**src/rtl/parking_gate_sequencer.sv**
```systemverilog
// Gate terminal: debounces vehicle loops, captures a two-digit code, requests a
// verdict from the parking manager, drives the barrier and enforces lockout.
module parking_gate_sequencer #(
    parameter int unsigned DEBOUNCE_CYCLES  = 4,
    parameter int unsigned RESP_TIMEOUT     = 16,
    parameter int unsigned GATE_OPEN_CYCLES = 8,
    parameter int unsigned MAX_TRIES        = 3,
    parameter int unsigned LOCKOUT_CYCLES   = 32
) (
    input  logic       clk,
    input  logic       rst,
    input  logic       loop_entry,
    input  logic       loop_exit,
    input  logic       key_valid,
    input  logic [1:0] key_digit,
    input  logic       green_light,
    input  logic       red_light,
    output logic       sense_entry,
    output logic       sense_exit,
    output logic [1:0] password_1,
    output logic [1:0] password_2,
    output logic       gate_open,
    output logic [1:0] retry_count,
    output logic       lockout,
    output logic       timeout
);

    localparam int unsigned DEB_W  = $clog2(DEBOUNCE_CYCLES + 1);
    localparam int unsigned RESP_W = $clog2(RESP_TIMEOUT + 1);
    localparam int unsigned GATE_W = $clog2(GATE_OPEN_CYCLES + 1);
    localparam int unsigned LOCK_W = $clog2(LOCKOUT_CYCLES + 1);

    localparam logic [DEB_W-1:0]  DEB_MAX  = DEB_W'(DEBOUNCE_CYCLES);
    localparam logic [RESP_W-1:0] RESP_MAX = RESP_W'(RESP_TIMEOUT);
    localparam logic [GATE_W-1:0] GATE_MAX = GATE_W'(GATE_OPEN_CYCLES);
    localparam logic [LOCK_W-1:0] LOCK_MAX = LOCK_W'(LOCKOUT_CYCLES);
    localparam logic [1:0]        TRY_MAX  = 2'(MAX_TRIES);

    typedef enum logic [3:0] {
        IDLE,
        EXIT_PASS,
        WAIT_KEY1,
        WAIT_KEY2,
        ABORT,
        REQUEST,
        OPEN_GATE,
        DENIED,
        LOCKOUT
    } state_t;

    state_t            state;
    logic [DEB_W-1:0]  entry_cnt;
    logic [DEB_W-1:0]  exit_cnt;
    logic [RESP_W-1:0] resp_cnt;
    logic [GATE_W-1:0] gate_cnt;
    logic [LOCK_W-1:0] lock_cnt;

    logic [DEB_W-1:0]  entry_next;
    logic [DEB_W-1:0]  exit_next;
    logic              entry_acc;
    logic              exit_acc;
    logic [RESP_W-1:0] resp_next;
    logic [1:0]        retry_inc;
    logic              gate_done;

    // Saturating debounce counters; a loop is accepted when its count reaches the limit.
    always_comb begin
        entry_next = '0;
        exit_next  = '0;
        if (loop_entry) begin
            entry_next = (entry_cnt == DEB_MAX) ? entry_cnt : entry_cnt + DEB_W'(1);
        end
        if (loop_exit) begin
            exit_next = (exit_cnt == DEB_MAX) ? exit_cnt : exit_cnt + DEB_W'(1);
        end
        entry_acc = (entry_next == DEB_MAX);
        exit_acc  = (exit_next == DEB_MAX);
        resp_next = resp_cnt + RESP_W'(1);
        retry_inc = (retry_count == TRY_MAX) ? retry_count : retry_count + 2'd1;
        gate_done = (gate_cnt == GATE_MAX);
    end

    always_ff @(posedge clk) begin
        if (!rst) begin
            state       <= IDLE;
            entry_cnt   <= '0;
            exit_cnt    <= '0;
            resp_cnt    <= '0;
            gate_cnt    <= '0;
            lock_cnt    <= '0;
            sense_entry <= 1'b0;
            sense_exit  <= 1'b0;
            password_1  <= 2'd0;
            password_2  <= 2'd0;
            gate_open   <= 1'b0;
            retry_count <= 2'd0;
            lockout     <= 1'b0;
            timeout     <= 1'b0;
        end else begin
            timeout   <= 1'b0;
            entry_cnt <= '0;
            exit_cnt  <= '0;
            case (state)
                IDLE: begin
                    entry_cnt <= entry_next;
                    exit_cnt  <= exit_next;
                    if (exit_acc) begin
                        entry_cnt  <= '0;
                        exit_cnt   <= '0;
                        sense_exit <= 1'b1;
                        state      <= EXIT_PASS;
                    end else if (entry_acc) begin
                        entry_cnt <= '0;
                        exit_cnt  <= '0;
                        state     <= WAIT_KEY1;
                    end
                end

                // One-cycle exit notification, then the barrier opens.
                EXIT_PASS: begin
                    if (sense_exit) begin
                        sense_exit <= 1'b0;
                        gate_open  <= 1'b1;
                        gate_cnt   <= GATE_W'(1);
                    end else if (gate_done) begin
                        gate_open <= 1'b0;
                        gate_cnt  <= '0;
                        state     <= IDLE;
                    end else begin
                        gate_cnt <= gate_cnt + GATE_W'(1);
                    end
                end

                WAIT_KEY1: begin
                    if (!loop_entry) begin
                        state <= ABORT;
                    end else if (key_valid) begin
                        password_1 <= key_digit;
                        state      <= WAIT_KEY2;
                    end
                end

                WAIT_KEY2: begin
                    if (!loop_entry) begin
                        state <= ABORT;
                    end else if (key_valid) begin
                        password_2  <= key_digit;
                        sense_entry <= 1'b1;
                        resp_cnt    <= '0;
                        state       <= REQUEST;
                    end
                end

                ABORT: begin
                    password_1  <= 2'd0;
                    password_2  <= 2'd0;
                    retry_count <= 2'd0;
                    state       <= IDLE;
                end

                // Red is checked first so a simultaneous verdict fails safe.
                REQUEST: begin
                    if (red_light) begin
                        sense_entry <= 1'b0;
                        retry_count <= retry_inc;
                        resp_cnt    <= '0;
                        state       <= DENIED;
                    end else if (green_light) begin
                        sense_entry <= 1'b0;
                        gate_open   <= 1'b1;
                        gate_cnt    <= GATE_W'(1);
                        retry_count <= 2'd0;
                        password_1  <= 2'd0;
                        password_2  <= 2'd0;
                        resp_cnt    <= '0;
                        state       <= OPEN_GATE;
                    end else if (resp_next == RESP_MAX) begin
                        timeout     <= 1'b1;
                        sense_entry <= 1'b0;
                        retry_count <= retry_inc;
                        resp_cnt    <= '0;
                        state       <= DENIED;
                    end else begin
                        resp_cnt <= resp_next;
                    end
                end

                OPEN_GATE: begin
                    if (gate_done) begin
                        gate_open <= 1'b0;
                        gate_cnt  <= '0;
                        state     <= IDLE;
                    end else begin
                        gate_cnt <= gate_cnt + GATE_W'(1);
                    end
                end

                DENIED: begin
                    password_1 <= 2'd0;
                    password_2 <= 2'd0;
                    if (retry_count == TRY_MAX) begin
                        lockout  <= 1'b1;
                        lock_cnt <= LOCK_W'(1);
                        state    <= LOCKOUT;
                    end else begin
                        state <= WAIT_KEY1;
                    end
                end

                LOCKOUT: begin
                    if (lock_cnt == LOCK_MAX) begin
                        lockout     <= 1'b0;
                        lock_cnt    <= '0;
                        retry_count <= 2'd0;
                        state       <= IDLE;
                    end else begin
                        lock_cnt <= lock_cnt + LOCK_W'(1);
                    end
                end

                default: state <= IDLE;
            endcase
        end
    end

endmodule

```
**config.mk**
```make
export PLATFORM = sky130hd
export DESIGN_NAME = parking_gate_sequencer
export DESIGN_NICKNAME = d
export VERILOG_FILES = /design/src/rtl/parking_gate_sequencer.sv
export SDC_FILE = /design/constraint.sdc
export NUM_CORES = 1
export LEC_CHECK = 0
export BUFFER_PORTS_ARGS = -buffer_cell sky130_fd_sc_hd__clkbuf_2
export CAP_MARGIN = 20
export CORE_UTILIZATION = 30
export CTS_CLUSTER_DIAMETER = 80
export DETAILED_ROUTE_END_ITERATION = 12
export PLACE_DENSITY = 0.45
export SLEW_MARGIN = 0
export SYNTH_ARGS = -nofsm -noshare
export SYNTH_HDL_FRONTEND = slang
export SYNTH_SLANG_ARGS = --single-unit
```
**constraint.sdc**
```tcl
create_clock -name clk -period 2 [get_ports clk]
set_clock_uncertainty 0.2 [all_clocks]
set_input_delay 0.2 -clock clk [delete_from_list [all_inputs] [get_ports clk]]
set_output_delay 0.2 -clock clk [all_outputs]
set_load 0.03 [all_outputs]
```
==> results of run 1 <==
through the flow:
| step | instances | util (%) |
|---|---|---|
| 6_report | 390 | 42.6 |
| 5_1_grt | 390 | 42.6 |
| 4_1_cts | 387 | 41.0 |
| 3_5_place_dp | 375 | 38.7 |
| 3_3_place_gp | 375 | 38.7 |
| 2_1_floorplan | 249 | - |
final cells by class:
| cell class | instances | share of cell area [%] |
|---|---|---|
| Timing Repair Buffer | 64 | 16.0 |
| Clock buffer | 8 | 3.29 |
| Multi-Input combinational cell | 190 | 48.5 |
| Sequential cell | 36 | 26.6 |
| Inverter | 15 | 2.06 |
| Tap cell | 77 | 3.52 |
cell usage in the layout, fill, tap and decap left out, types with 2 or more instances in the layout:
master,count
buf_4,43
dfxtp_1,32
nor2_1,26
nand2_1,23
a21oi_1,22
clkbuf_2,19
inv_1,14
nand3_1,11
mux2i_1,9
nand2b_1,6
nor3_1,6
nand3b_1,6
o21ai_0,6
clkbuf_8,6
nor3b_1,5
ha_1,5
o21ai_1,4
o21a_1,4
nor2b_1,3
and3_1,3
dfxtp_2,3
and2_1,2
nor4_1,2
nor3_2,2
a21oi_2,2
a211oi_1,2
a21o_1,2
a22oi_1,2
or3_1,2
ha_4,2
ha_2,2
clkbuf_1,2
power by group through the flow:
stage | Clock (W) | Sequential, W | Combinational, W
after CTS | 0.000575 | 0.000787 | 0.000504
after global routing | 0.000610 | 0.000798 | 0.000621
after floorplan | 0 | 0.000821 | 0.000282
final | 0.000548 | 0.000790 | 0.000565
after detailed placement | 0 | 0.000803 | 0.000474
after global placement | 0 | 0.000803 | 0.000476
flip-flops by register name, summed over array words and instances (netlist names):
register / cells
entry_cnt: 3
password_1: 2
retry_count: 2
state: 4
gate_open: 1
lock_cnt: 6
lockout: 1
gate_cnt: 4
sense_exit: 1
exit_cnt: 3
resp_cnt: 5
sense_entry: 1
password_2: 2
timeout: 1
cell families (layout without fill, tap and decap cells):
family / after synthesis / count (layout) / synth area share [%]
buffers and inverters: 23 / 87 / 4.71
multiplexers: 9 / 9 / 4.47
AND/OR/NAND/NOR: 111 / 111 / 30.1
adder cells (fa/ha/maj): 9 / 9 / 5.58
AO/OA/AOI/OAI: 61 / 61 / 19.4
flip-flops: 36 / 36 / 35.7
timing repair:
action                                  CTS  global route
pin swaps                                 2             8
hold buffers                              1             0
endpoints found under the setup margin    8            20
setup buffers                             3             3
gates cloned                              0             0
resized for setup                         5            18
endpoints found under the hold margin     1             0
worst min path at each step:
stage | start | end | slack (ns) | depth (start not counted)
2_1_floorplan | loop_exit | exit_cnt[0]$_SDFF_PP0_ | 0.17 | 2
3_3_place_gp | lockout$_SDFFE_PN0P_ | lockout$_SDFFE_PN0P_ | 0.25 | 2
3_5_place_dp | lockout$_SDFFE_PN0P_ | lockout$_SDFFE_PN0P_ | 0.26 | 2
4_1_cts | key_digit[1] | password_2[1]$_SDFFE_PN0P_ | 0.08 | 4
5_1_grt | loop_entry | entry_cnt[1]$_SDFF_PP0_ | 0.11 | 3
6_report | key_digit[1] | password_2[1]$_SDFFE_PN0P_ | 0.08 | 4
metal layers:
metal	wire length [um]	up-vias
li1	-	1008
met1	2510	878
met2	2200	17
met3	111	4
met4	39	0
met5	0	-
critical path, delay by kind of cell, from the launching register on:
kind | cells | cell delay, ns
AO/OA/AOI/OAI | 1 | 0.22
adder cells (fa/ha/maj) | 1 | 0.18
buffers and inverters | 2 | 0.30
flip-flops | 1 | 0.35
multiplexers | 1 | 0.20
AND/OR/NAND/NOR | 3 | 0.58
==> key figures, run 1 <==
Floorplan
  • Io pins: 20
  • Chip Width: 84.0 um
  • Die area: 7060 um^2
  • Chip height: 84.0 um
  • Core area: around 6400 um^2
  • Initial Utilization: 31.4%
  • FP Rows: 29

Power and ir drop
  • Tot Pwr: 0.00190 W
  • Peak supply drop: about 450 uV
  • Clk network pwr share: roughly 29%
  • Sequential share of power: between 40 and 50%
  • Sw frac: 30.3%
  • Cell-internal power: 0.00133 W
  • Comb power frac: approximately 30%
  • Cell leakage power: 1.12 nW
  • Sw Pwr: 0.000577 W
  • Power density over the cells: between 600 and 700 nW/um^2

Timing
  • Setup TNS: -0.451 ns
  • Final Worst Setup Slack: -0.116 ns
  • Worst slew pin tran: 0.363 ns
  • Endpoints failing hold: 0
  • Max frequency: 473 MHz
  • Period minus WS final: approximately 2.1 ns
  • Setup violators final: 6
  • RSZ-0062 raised after global routing: yes
  • Tcrit/Tclk final: 106%
  • Rel. slew slack: around three quarters
  • Final Max Tran Viols: 0
  • Final hold slack: 0.0838 ns

CTS
  • CTS Buf Count: 5
  • CTS HTree Levels: 2
  • Clock-pin slew on the worst setup and hold paths: 0.07 ns
  • CTS tree: yes
  • Worst-skew pair later-pin latency: 0.29 ns
  • Clk sinks: 36
  • CTS root buffer: clkbuf_8
  • Clk buf depth: 2

Critical path
  • Crit path to: state[0]$_SDFFE_PN0P_
  • Worst Setup End Kind: flip-flop
  • CP Launch Type: flip-flop
  • Worst R2R End: state[0]$_SDFFE_PN0P_
  • FF-to-FF path depth: 8
  • CP arrival: 2.13 ns
  • Worst reg2reg setup slack: -0.12 ns
  • Slowest cell delay on critical path: 0.40 ns
  • Max stage delay cell, worst path: or3b_4
  • Worst Path Required: approximately 2.0 ns
  • Cell Chain, Critical Path: ha_2 -> or3b_4 -> a311oi_4 -> buf_4 -> nor4b_4 -> buf_4 -> nor2b_4 -> mux2i_1
  • FF-to-FF Start: exit_cnt[0]$_SDFF_PP0_
  • Crit-path max FO: 3
  • Launch point of the worst path: exit_cnt[0]$_SDFF_PP0_
  • WS Path Type: reg2reg
  • Most common cell on crit path: buf_4

Synth
  • Synth top cells by count: dfxtp_1 (36), nor2_1 (27), a21oi_1 (25)
  • Yosys warning total: 0
  • Post-synth net total: around 270
  • Netlist cell types: 47
  • Post-synth top area cell: dfxtp_1
  • Cell count after synthesis: 249
  • Top-count cell post-synth: dfxtp_1
  • Number of synthesized flops with an enable pin: 0
  • Synth Cell Area: ~2000 um^2
  • Flops & latches, synth: 36
  • Synth area leaders: dfxtp_1 (36%), a21oi_1 (6.2%), ha_1 (5.6%)
  • Yosys top cell area share: 35.7%
  • Synthesized area per cell: 8.10 um^2
  • Asr flop ratio synth: 0%
  • Post-synthesis sequential area ratio: 35.7%
  • Synth Flop Type: dfxtp_1

Layout
  • Multi-input gate area: 1330 um^2
  • Layout overhead on the synthesized area: 35.7%
  • Total Nets Final: 330
  • # fillers: roughly 660
  • # diodes: 0
  • Share of cells above drive strength 1: 31.9%
  • Final Instance Area: 2740 um^2
  • FF+latch area: roughly 730 um^2

Placed design
  • Post-detail-place hpwl: about 3600 um
  • Input/output buffers: 19
  • Global placer's final weighted congestion: between 0.7 and 0.8
  • Cell Area, Placed: 2490 um^2
  • Setup slack at placement: -0.0854 ns

Status
  • Status: complete, but fails checks
  • Failing checks: design-rule violations, negative setup slack

Global route
  • Vias in the first global route: 1,835
  • Total gr overflow: 0
  • Met1 Resource Use GR: about a fifth
  • Antenna violations before repair: 0
  • GRT Overall Usage: 14.7%
  • GRT Max-Usage Layer: met2
  • Met2 Resource Use GR: 23.9%
  • First-pass GRT wire length: approximately 8300 um
  • Met3 Usage GRT: a little under 3%
  • Largest net degree at the start of global routing: 15

Routing
  • Drt pass-1 iters: 8
  • Drt total wl: 4870 um
  • DR iter-0 viols: 81
  • Via density: 4.89
  • DRT antenna net count: 0
  • Avg WL per Cell: 12.5 um
  • Vias: 1,907
  • Drt drc: 1

Run
  • Max-Cap Viols: 0

Hold path
  • Worst hold path type: in2reg
Power figures use the tool's default switching activity.
==> run 2, diff against run 1 <==
--- a/config.mk
+++ b/config.mk
@@ -5,12 +5,13 @@
 export SDC_FILE = /design/constraint.sdc
 export NUM_CORES = 1
 export LEC_CHECK = 0
+export ABC_AREA = 1
 export BUFFER_PORTS_ARGS = -buffer_cell sky130_fd_sc_hd__clkbuf_2
 export CAP_MARGIN = 20
-export CORE_UTILIZATION = 30
+export CORE_UTILIZATION = 53
 export CTS_CLUSTER_DIAMETER = 80
 export DETAILED_ROUTE_END_ITERATION = 12
-export PLACE_DENSITY = 0.45
+export PLACE_DENSITY = 0.73
 export SLEW_MARGIN = 0
 export SYNTH_ARGS = -nofsm -noshare
 export SYNTH_HDL_FRONTEND = slang
==> run 2 against run 1 <==
The run now ends clean. Wire length down 15%. Core utilization rose by 20 points. Sequential share of layout area rose by 4.6 points. Cell area decreased by 16%. Die area is 42% lower. Worst hold slack got worse by 0.056 ns. Total power rose by 24%. Worst setup slack better by 0.33 ns. Critical path type unchanged. Largest power group unchanged. Highest routed layer unchanged.
==> key figures, run 2 <==
Status
  • Status: complete, no violations

Global route
  • GRT Overall Usage: 22.3%
  • Met2 Resource Use GR: 35.1%
  • First-pass GRT wire length: 7140 um
  • Vias in the first global route: 1,643
  • Met1 Resource Use GR: between 20 and 30%
  • GRT Max-Usage Layer: met2
  • Largest net degree at the start of global routing: 13
  • Met3 Usage GRT: 5.62%
  • Antenna violations before repair: 0
  • Total gr overflow: 0

Critical path
  • Worst Path Required: 2.01 ns
  • Max stage delay cell, worst path: dfxtp_1
  • Slowest cell delay on critical path: around 0.35 ns
  • Launch point of the worst path: exit_cnt[0]$_SDFF_PP0_
  • Most common cell on crit path: nand3_1
  • Crit-path max FO: 4
  • Worst Setup End Kind: flip-flop
  • FF-to-FF Start: exit_cnt[0]$_SDFF_PP0_
  • Cell Chain, Critical Path: inv_1 -> ha_1 -> nand3_1 -> nand3_1 -> nand3_1 -> nand3_1 -> nor2_2 -> inv_1 -> nor3_1
  • CP Launch Type: flip-flop
  • CP arrival: 1.80 ns
  • WS Path Type: reg2reg

Synth
  • Synth area leaders: dfxtp_1 (36%), nand2_1 (13%), a21oi_1 (6.9%)
  • Top-count cell post-synth: nand2_1
  • Post-synth top area cell: dfxtp_1
  • Synth top cells by count: nand2_1 (68), dfxtp_1 (36), inv_1 (35)
  • Synth Cell Area: 2020 um^2
  • Asr flop ratio synth: 0%
  • Cell count after synthesis: 293
  • Netlist cell types: 32
  • Synthesized area per cell: roughly 6.9 um^2
  • Synth Flop Type: dfxtp_1
  • Yosys warning total: 0
  • Flops & latches, synth: 36
  • Yosys top cell area share: a little over a third
  • Number of synthesized flops with an enable pin: 0
  • Post-synthesis sequential area ratio: a little over a third
  • Post-synth net total: 311

Power and ir drop
  • Clk network pwr share: a little over a quarter
  • Comb power frac: 34.5%
  • Sw frac: 38.0%
  • Sw Pwr: 0.000896 W
  • Power density over the cells: 1020 nW/um^2
  • Peak supply drop: 734 uV
  • Tot Pwr: 0.00236 W
  • Sequential share of power: about two fifths
  • Cell leakage power: 1.03 nW
  • Cell-internal power: 0.00146 W

Floorplan
  • Chip Width: 63.7 um
  • Initial Utilization: 55.1%
  • Io pins: 20
  • FP Rows: 22
  • Core area: 3660 um^2
  • Die area: 4060 um^2
  • Chip height: between 60 and 70 um

Timing
  • RSZ-0062 raised after global routing: no
  • Worst slew pin tran: 0.459 ns
  • Rel. slew slack: between 60% and 70%
  • Final Max Tran Viols: 0
  • Tcrit/Tclk final: 89.4%
  • Period minus WS final: around 1.8 ns
  • Endpoints failing hold: 0
  • Setup violators final: 0
  • Max frequency: 559 MHz
  • Setup TNS: 0 ns

CTS
  • CTS root buffer: clkbuf_8
  • Worst-skew pair later-pin latency: 0.29 ns
  • CTS Buf Count: 5
  • Setup Buffers After CTS: 0
  • CTS HTree Levels: 2
  • CTS tree: yes
  • Clk buf depth: 2
  • Clock-pin slew on the worst setup and hold paths: roughly 0.070 ns
  • Clk sinks: 36

Layout
  • Share of cells above drive strength 1: 17.4%
  • Final std cells w/o fill: 369
  • Total Nets Final: 338
  • Most frequent cells in the layout: nand2_1 (68), dfxtp_1 (36), inv_1 (35), nor2_1 (30), a21oi_1 (28)
  • # diodes: 0
  • Final core occ: 63.1%
  • Commonest non-fill, non-tap cell in the layout: nand2_1
  • Max reg flops: 6
  • Final Instance Area: 2310 um^2
  • # fillers: 348
  • Top flop regs: lock_cnt: 6 flops, resp_cnt: 5 flops
  • Layout overhead on the synthesized area: 14.4%
  • Reg with most FFs: lock_cnt

Routing
  • Avg WL per Cell: between 10 and 15 um
  • Drt total wl: around 4100 um
  • Vias: ~1,900
  • Drt drc: 0
  • Drt pass-1 iters: 5
  • DRT antenna net count: 0
  • DR iter-0 viols: 88
  • Via density: 5.19

Placed design
  • Global placer's final weighted congestion: 0.919
  • Cell Area, Placed: 2180 um^2
  • Input/output buffers: 19
  • Placed Instances: 360
  • Post-detail-place hpwl: 3100 um

Hold path
  • Worst hold path type: in2reg
  • HP Start: green_light

Run
  • Max-Cap Viols: 0
==> run 2: changes by cell type after synthesis, sizes merged, moves of 9 or more <==
| cell | before | now |
|---|---|---|
| nand2 | 23 | 71 |
| inv | 15 | 42 |
| mux2i | 9 | 0 |
| nand3 | 12 | 28 |
| nand4 | 1 | 11 |
==> run 2: routing by layer <==
layer | share of wire, % | routed length, um
met3 | 5.7 | 235
met1 | 50 | 2050
met5 | 0 | 0
met2 | 43 | 1790
met4 | 1.3 | 53
==> run 2: kinds of logic after synthesis <==
kind of cell,after synthesis,share of synthesized area [%]
xor+xnor,1,0.434
buf+inv,46,8.87
fa+ha+maj,9,5.58
simple gates,154,36.2
compound gates,47,13.2
flops,36,35.7
==> run 2: final timing paths <==
| kind | to | cells past startpoint | slack [ns] |
|---|---|---|---|
| setup reg to reg | entry_cnt[1]$_SDFF_PP0_ | 9 | 0.21 |
| hold reg to reg | password_1[1]$_SDFFE_PN0P_ | 2 | 0.26 |
| setup / recovery | entry_cnt[1]$_SDFF_PP0_ | 9 | 0.21 |
| hold / removal | timeout$_SDFF_PP0_ | 4 | 0.03 |
==> run 2: area by class of cell <==
class | instances | area, um^2 | area share, %
Timing Repair Buffer | 24 | 135 | 5.85
Inverter | 42 | 160 | 6.94
Clock buffer | 5 | 68.8 | 2.98
Clock inverter | 3 | 42.5 | 1.84
Multi-Input combinational cell | 211 | 1120 | 48.6
Tap cell | 48 | 60.1 | 2.60
Sequential cell | 36 | 721 | 31.2
==> run 2: critical path: cells and delay by family (launching register included) <==
family | cells | cell delay (ns)
flops | 1 | 0.35
fa+ha+maj | 1 | 0.22
buf+inv | 2 | 0.17
simple gates | 6 | 0.75
==> run 2: stage by stage <==
| step | setup WS [ns] | hold slack [ns] |
|---|---|---|
| after CTS | 0.168 | 0.0291 |
| after floorplan | 0.413 | 0.126 |
| final | 0.213 | 0.0278 |
| after global routing | 0.0508 | 0.0572 |
| after global placement | 0.246 | 0.241 |
| after detailed placement | 0.191 | 0.244 |
==> run 2: power groups by stage <==
stage | Clock [W] | Sequential (W) | Combinational (W)
2_1_floorplan | 0 | 0.000974 | 0.000576
4_1_cts | 0.000648 | 0.000903 | 0.000808
6_report | 0.000640 | 0.000903 | 0.000813
3_3_place_gp | 0 | 0.000919 | 0.000793
3_5_place_dp | 0 | 0.000921 | 0.000799
5_1_grt | 0.000681 | 0.000921 | 0.000915
==> run 2: what timing repair did <==
| action | 4_1_cts | 5_1_grt |
|---|---|---|
| endpoints found under the setup margin | 0 | 1 |
| endpoints found under the hold margin | 1 | 0 |
| hold buffers | 1 | 0 |
| gates resized for setup | 0 | 1 |
